==> config.mk <==
export PLATFORM = sky130hd
export DESIGN_NAME = fifo_almost_full
export DESIGN_NICKNAME = d
export VERILOG_FILES = /design/src/rtl/fifo_almost_full.sv
export SDC_FILE = /design/constraint.sdc
export NUM_CORES = 1
export LEC_CHECK = 0
export ABC_CLOCK_PERIOD_IN_PS = 3800
export CORE_MARGIN = 4
export CORE_UTILIZATION = 30
export CTS_BUF_LIST = sky130_fd_sc_hd__clkbuf_8
export CTS_CLUSTER_SIZE = 40
export DETAILED_ROUTE_END_ITERATION = 12
export GPL_TIMING_DRIVEN = 0
export MAX_ROUTING_LAYER = met4
export PLACE_DENSITY = 0.48
export SLEW_MARGIN = 20
export SYNTH_ARGS = -nofsm -noshare
export SYNTH_HDL_FRONTEND = slang
export SYNTH_SLANG_ARGS = --single-unit
==> constraint.sdc <==
create_clock -name clk -period 3.8 [get_ports clk]
set_input_delay 0.38 -clock clk [delete_from_list [all_inputs] [get_ports clk]]
set_output_delay 0.38 -clock clk [all_outputs]
set_load 0.1 [all_outputs]
==> src/rtl/fifo_almost_full.sv <==
// rtl/fifo_almost_full.sv - FWFT FIFO with early almost-full flag, arbitrary DEPTH and occupancy count.
// Optional macro FIFO_OVERFLOW_CHECK_EN enables the sticky if_overflow protocol-error flag.
module fifo_almost_full #(
  parameter int DATA_WIDTH   = 32,
  parameter int ADDR_WIDTH   = 5,
  parameter int DEPTH        = 32,
  parameter int GRACE_PERIOD = 2
) (
  input  logic                  clk,
  input  logic                  reset_n,
  output logic                  if_full_n,
  input  logic                  if_write_ce,
  input  logic                  if_write,
  input  logic [DATA_WIDTH-1:0] if_din,
  output logic                  if_empty_n,
  input  logic                  if_read_ce,
  input  logic                  if_read,
  output logic [DATA_WIDTH-1:0] if_dout,
  output logic [ADDR_WIDTH:0]   if_count,
  output logic                  if_overflow
);

  localparam logic [ADDR_WIDTH:0]   CNT_FULL = (ADDR_WIDTH+1)'(DEPTH);
  localparam logic [ADDR_WIDTH:0]   CNT_AF   = (ADDR_WIDTH+1)'(DEPTH - GRACE_PERIOD);
  localparam logic [ADDR_WIDTH:0]   CNT_ZERO = '0;
  localparam logic [ADDR_WIDTH:0]   CNT_ONE  = (ADDR_WIDTH+1)'(1);
  localparam logic [ADDR_WIDTH-1:0] PTR_LAST = ADDR_WIDTH'(DEPTH - 1);
  localparam logic [ADDR_WIDTH-1:0] PTR_ONE  = ADDR_WIDTH'(1);

  logic [DATA_WIDTH-1:0] mem [DEPTH];
  logic [ADDR_WIDTH-1:0] wr_ptr;
  logic [ADDR_WIDTH-1:0] rd_ptr;
  logic [ADDR_WIDTH:0]   count;
  logic                  wr;
  logic                  rd;

  assign wr = if_write & if_write_ce & (count < CNT_FULL);
  assign rd = if_read  & if_read_ce  & (count > CNT_ZERO);

  // Storage is deliberately left unreset; if_dout is masked while empty.
  always_ff @(posedge clk) begin
    if (wr) begin
      mem[wr_ptr] <= if_din;
    end
  end

  always_ff @(posedge clk or negedge reset_n) begin
    if (!reset_n) begin
      wr_ptr <= '0;
      rd_ptr <= '0;
      count  <= '0;
    end else begin
      if (wr) begin
        wr_ptr <= (wr_ptr == PTR_LAST) ? '0 : wr_ptr + PTR_ONE;
      end
      if (rd) begin
        rd_ptr <= (rd_ptr == PTR_LAST) ? '0 : rd_ptr + PTR_ONE;
      end
      if (wr && !rd) begin
        count <= count + CNT_ONE;
      end else if (rd && !wr) begin
        count <= count - CNT_ONE;
      end
    end
  end

  assign if_empty_n = (count != CNT_ZERO);
  assign if_full_n  = (count < CNT_AF);
  assign if_count   = count;
  assign if_dout    = if_empty_n ? mem[rd_ptr] : '0;

`ifdef FIFO_OVERFLOW_CHECK_EN
  logic overflow_q;

  // Sticky until reset: write into a full FIFO or read from an empty one.
  always_ff @(posedge clk or negedge reset_n) begin
    if (!reset_n) begin
      overflow_q <= 1'b0;
    end else if ((if_write && if_write_ce && count == CNT_FULL) ||
                 (if_read && if_read_ce && count == CNT_ZERO)) begin
      overflow_q <= 1'b1;
    end
  end

  assign if_overflow = overflow_q;
`else
  assign if_overflow = 1'b0;
`endif

endmodule

==> run summary <==
Routability-driven placement finished with a final weighted congestion of 0.775. The count of non-filler cells in the finished layout is 4,060, and the adder and majority cell fraction of the synthesized area is 0.425%. For the final routed database, the setup TNS stands at -13.2 ps. Count of nets left with antenna violations after detail routing: 0. Sequential cells account for 36.9% of the total power. The total detailed-routing wirelength was 106,000 um; the final clock period utilization by the worst path was 100%.

The clock slew at the register clock pins of the worst setup and hold paths was 60 ps. The power per cell area is 707 mW/mm^2. The run gives 0 as the synthesis warning total. The number of storage elements in the synthesis netlist was 1,040. The synthesized netlist devotes 0.0876% of its cell area to XOR and XNOR gates. In this run, post-CTS hold repair placed 0 buffers. Final critical delay including setup and external delays: 3810 ps.

Combinational logic is responsible for 38.1% of the overall power. The run gives 164 as the number of buffers created by CTS. For the leakage power figure, the log shows 16.0 nW. Setup repair after global routing could not meet its margin everywhere. The logic depth of the worst setup path including buffers is 10. The final reports fail on setup timing. Of the total power, the clock network draws 25.1%.

Timing would allow up to 262 MHz. The proportion of synthesized chip area in sequential cells is 77.9%, and the number of enable-type register cells in the synthesized netlist is 1,024. The run gives 0.139 mm^2 as the floorplan die area. Dominant register cell in the synthesized netlist: sky130_fd_sc_hd__edfxtp_1. Kind of path behind the tightest hold check: input pin to asynchronous set/reset pin.

Main combinational cell family by area after synthesis: multiplexers. For the setup-violating endpoint count in the final report, the log shows 1. The top cell types in the final layout, fill and taps aside, are sky130_fd_sc_hd__edfxtp_1, sky130_fd_sc_hd__mux4_2, sky130_fd_sc_hd__clkbuf_8, sky130_fd_sc_hd__mux2i_1, sky130_fd_sc_hd__inv_1.

The first routing iteration left 1,647 violations. In this run the most used layer during global routing was met2. The share of flip-flops with an asynchronous set or reset after synthesis was 1.54%; the number of top-level pins was 79. The deepest level of the CTS H-tree is 4, and the x dimension of the die is 373 um. The first TritonRoute pass finished after 5 iterations. The number of antenna violations at the first check in global routing came out at 9. The total area inside the core boundary comes to 0.132 mm^2. When the netlist entered floorplanning its net count stood at 1,883. For the power dissipated by switching net loads, the log shows 13.0 mW.

The worst clock skew on the final layout was 38.9 ps; the total of max-cap violations was 0. Among cell families on the critical path, the largest total delay comes from buffers and inverters. Global routing finished with a remaining overflow of 0.

The final hold violation count was 0. The final routed wire length divided by cell count came out at 26.1 um. The logs give -13.2 ps for the worst-case setup margin in the final layout and 46 for the number of different library cells in the post-synthesis netlist. The count of buffers added on input and output ports is 77. Once the floorplan was initialized, standard cells occupied 30.3% of the core. The flow ran to the end, but the final reports show violations. VDD sags by at most 0.659 mV. Data on the critical path is required at its endpoint by 3420 ps. The average cell area after synthesis was 21.8 um^2. Measured against its own limit, the worst slew margin works out to 27.8%. After floorplanning, the core was divided into 133 placement rows. The via density per instance was 4.91; the met1 routing resource usage after global routing was 19.5%. The estimated wirelength of the detail-placed design came out at 71,600 um.

Measured along the y axis, the die boundary spans 373 um. Global routing consumed, on the met3 layer, 2.40% of the routing resources. The first-pass GRT wire length came out at 151,000 um. Ranked by total cell area, the synthesized netlist is headed by sky130_fd_sc_hd__edfxtp_1, sky130_fd_sc_hd__mux4_2, sky130_fd_sc_hd__mux2i_1.

The switching part of the total power came out at 36.8%. For this design, the slowest cell found on the critical path is sky130_fd_sc_hd__mux4_2. Synthesis produced 1,832 cells. In the routed design, unresolved DRC markers number 0. The signal on the critical path passes through buf_8 > buf_12 > buf_8 > buf_8 > buf_12 > mux4_2 > a22o_4 > a211oi_4 > nor3_4 > buf_12.

For this run, the slowest stage of the critical path takes 500 ps. The run gives 0.0444 mm^2 as the standard cell area after detailed placement. The synthesized netlist devotes 1.40% of its cell area to simple gates. The share of the synthesized area in the top cell type works out to 76.9%. For this block, the via count after detailed routing is 19,916. The measured slew at the worst slew-check pin came out at 1080 ps. The growth of design area from synthesis to finish is 24.4%. The clock net in this run drives a total of 1,040 sinks.

The critical path data arrival time was 3430 ps; the share of post-route cells with drive strength above 1 was 35.6%. At the later pin of the worst-skew pair, clock insertion delay measures 810 ps. The number of pins with negative max-slew slack in the final report was 0.

The complex-gate fraction of the synthesized area is 4.49%. Total buffers and inverters traversed by the critical path: 6. The internal portion of the total power is 22.2 mW. Entering global routing, the biggest net connects 33 pins. The number of nets in the finished design came out at 2,222. The worst setup path is captured at a primary output.

TritonCTS built the clock tree. The biggest area contributor in the post-synthesis netlist is sky130_fd_sc_hd__edfxtp_1. The number of placed instances, taps included, is 3,714. Across every metal layer, demand over resource in global routing totals 15.5%. The tree is rooted in a sky130_fd_sc_hd__clkbuf_8. In this run the cell area of the synthesized design comes to 0.0400 mm^2. The summed area of non-filler cells in the final layout is 0.0498 mm^2. The share of synthesized area spent on multiplexers works out to 14.2%.

Leaving out fill and tap cells, the most frequent cell in the layout is sky130_fd_sc_hd__edfxtp_1. The maximum fanout along the worst path works out to 7. The kind of critical path is flip-flop to primary output. The worst setup path is launched from a flip-flop. The number of global-route vias before repair is 21,122. The run gives 3 as the maximum buffer depth of the clock tree.

The tools report the final core utilization as 37.7%. The number of cells traversed by the worst register-to-register path works out to 10. For the met2 demand-to-capacity share in global routing, the log shows 25.9%.
## final cells by class
class | instances | area [um^2]
flip-flops and latches | 1040 | 31100
repair buffers | 178 | 2620
inverters | 7 | 26.3
clock buffers | 168 | 2310
plain buffers | 104 | 1020
well taps | 1755 | 2200
fillers | 11859 | 82200
multi-input cells | 676 | 9730
diodes | 4 | 10.0
clock inverters | 128 | 707
## per-stage QoR
stage          total power [mW]  worst slack [ps]  hold slack [ps]
2_1_floorplan              20.4              -359             84.4
3_3_place_gp               23.9             -1520              540
3_5_place_dp               24.1             -1380              540
4_1_cts                    35.0              -170             7.95
5_1_grt                    36.5              -138             75.9
6_report                   35.2             -13.2             62.6
## cell usage after synthesis, drive strengths merged, types with 2 or more instances
library cell,number
edfxtp,1024
mux4,193
mux2i,128
a22o,64
clkbuf,55
buf,54
nor2,40
a2111oi,32
a211oi,32
nor3,32
o22ai,32
o221ai,31
nand2,24
dfrtp,16
ha,12
o21ai,9
inv,6
nand3b,6
a21oi,4
nand3,4
and3,3
mux2,3
nor2b,3
a21o,2
nor4,2
or3,2
or3b,2
xnor2,2
xor2,2
## power groups by stage
stage          clock, mW  sequential (mW)  combinational, mW
6_report            8.82             13.0               13.4
3_3_place_gp           0             13.2               10.7
3_5_place_dp           0             13.2               10.9
5_1_grt             9.57             13.0               13.9
4_1_cts             9.07             13.0               13.0
2_1_floorplan          0             13.4               7.00
## cell families after synthesis
kind of cell             Yosys count
adder cells (fa/ha/maj)           13
other                              1
buffers and inverters            116
multiplexers                     324
XOR/XNOR                           4
AO/OA/AOI/OAI                    214
flip-flops                      1040
AND/OR/NAND/NOR                  120
## sequential cells by signal, indices dropped and copies added (netlist names)
| signal | cells |
|---|---|
| if_count | 6 |
| mem | 1024 |
| rd_ptr | 5 |
| wr_ptr | 5 |
## what timing repair did
action                                  CTS  global route
pin swaps                                51            49
buffers inserted                         19            29
gates resized for setup                 569           110
endpoints found under the setup margin   33            31
cloned                                    5             0
## final timing paths
kind                                         start                       to  slack [ps]
setup / recovery             rd_ptr[0]$_DFFE_PN0P_              if_dout[11]         -10
hold / removal                             reset_n  if_count[4]$_DFFE_PN0P_          60
setup reg to reg           if_count[0]$_DFFE_PN0P_  if_count[5]$_DFFE_PN0P_         480
hold reg to reg            if_count[5]$_DFFE_PN0P_  if_count[5]$_DFFE_PN0P_         550
max in group asynchronous                  reset_n    rd_ptr[2]$_DFFE_PN0P_        3190
min in group clk                         if_din[2]     mem[21][2]$_DFFE_PP_         100
## metal layers
layer	share of wire [%]	routed length [um]	vias to the layer above
met1	42	45000	10712
met4	2.4	2570	0
li1	-	-	8520
met3	4.3	4610	172
met2	51	53900	512
met5	0	0	-
No activity file was read; power rests on OpenSTA's default activity.
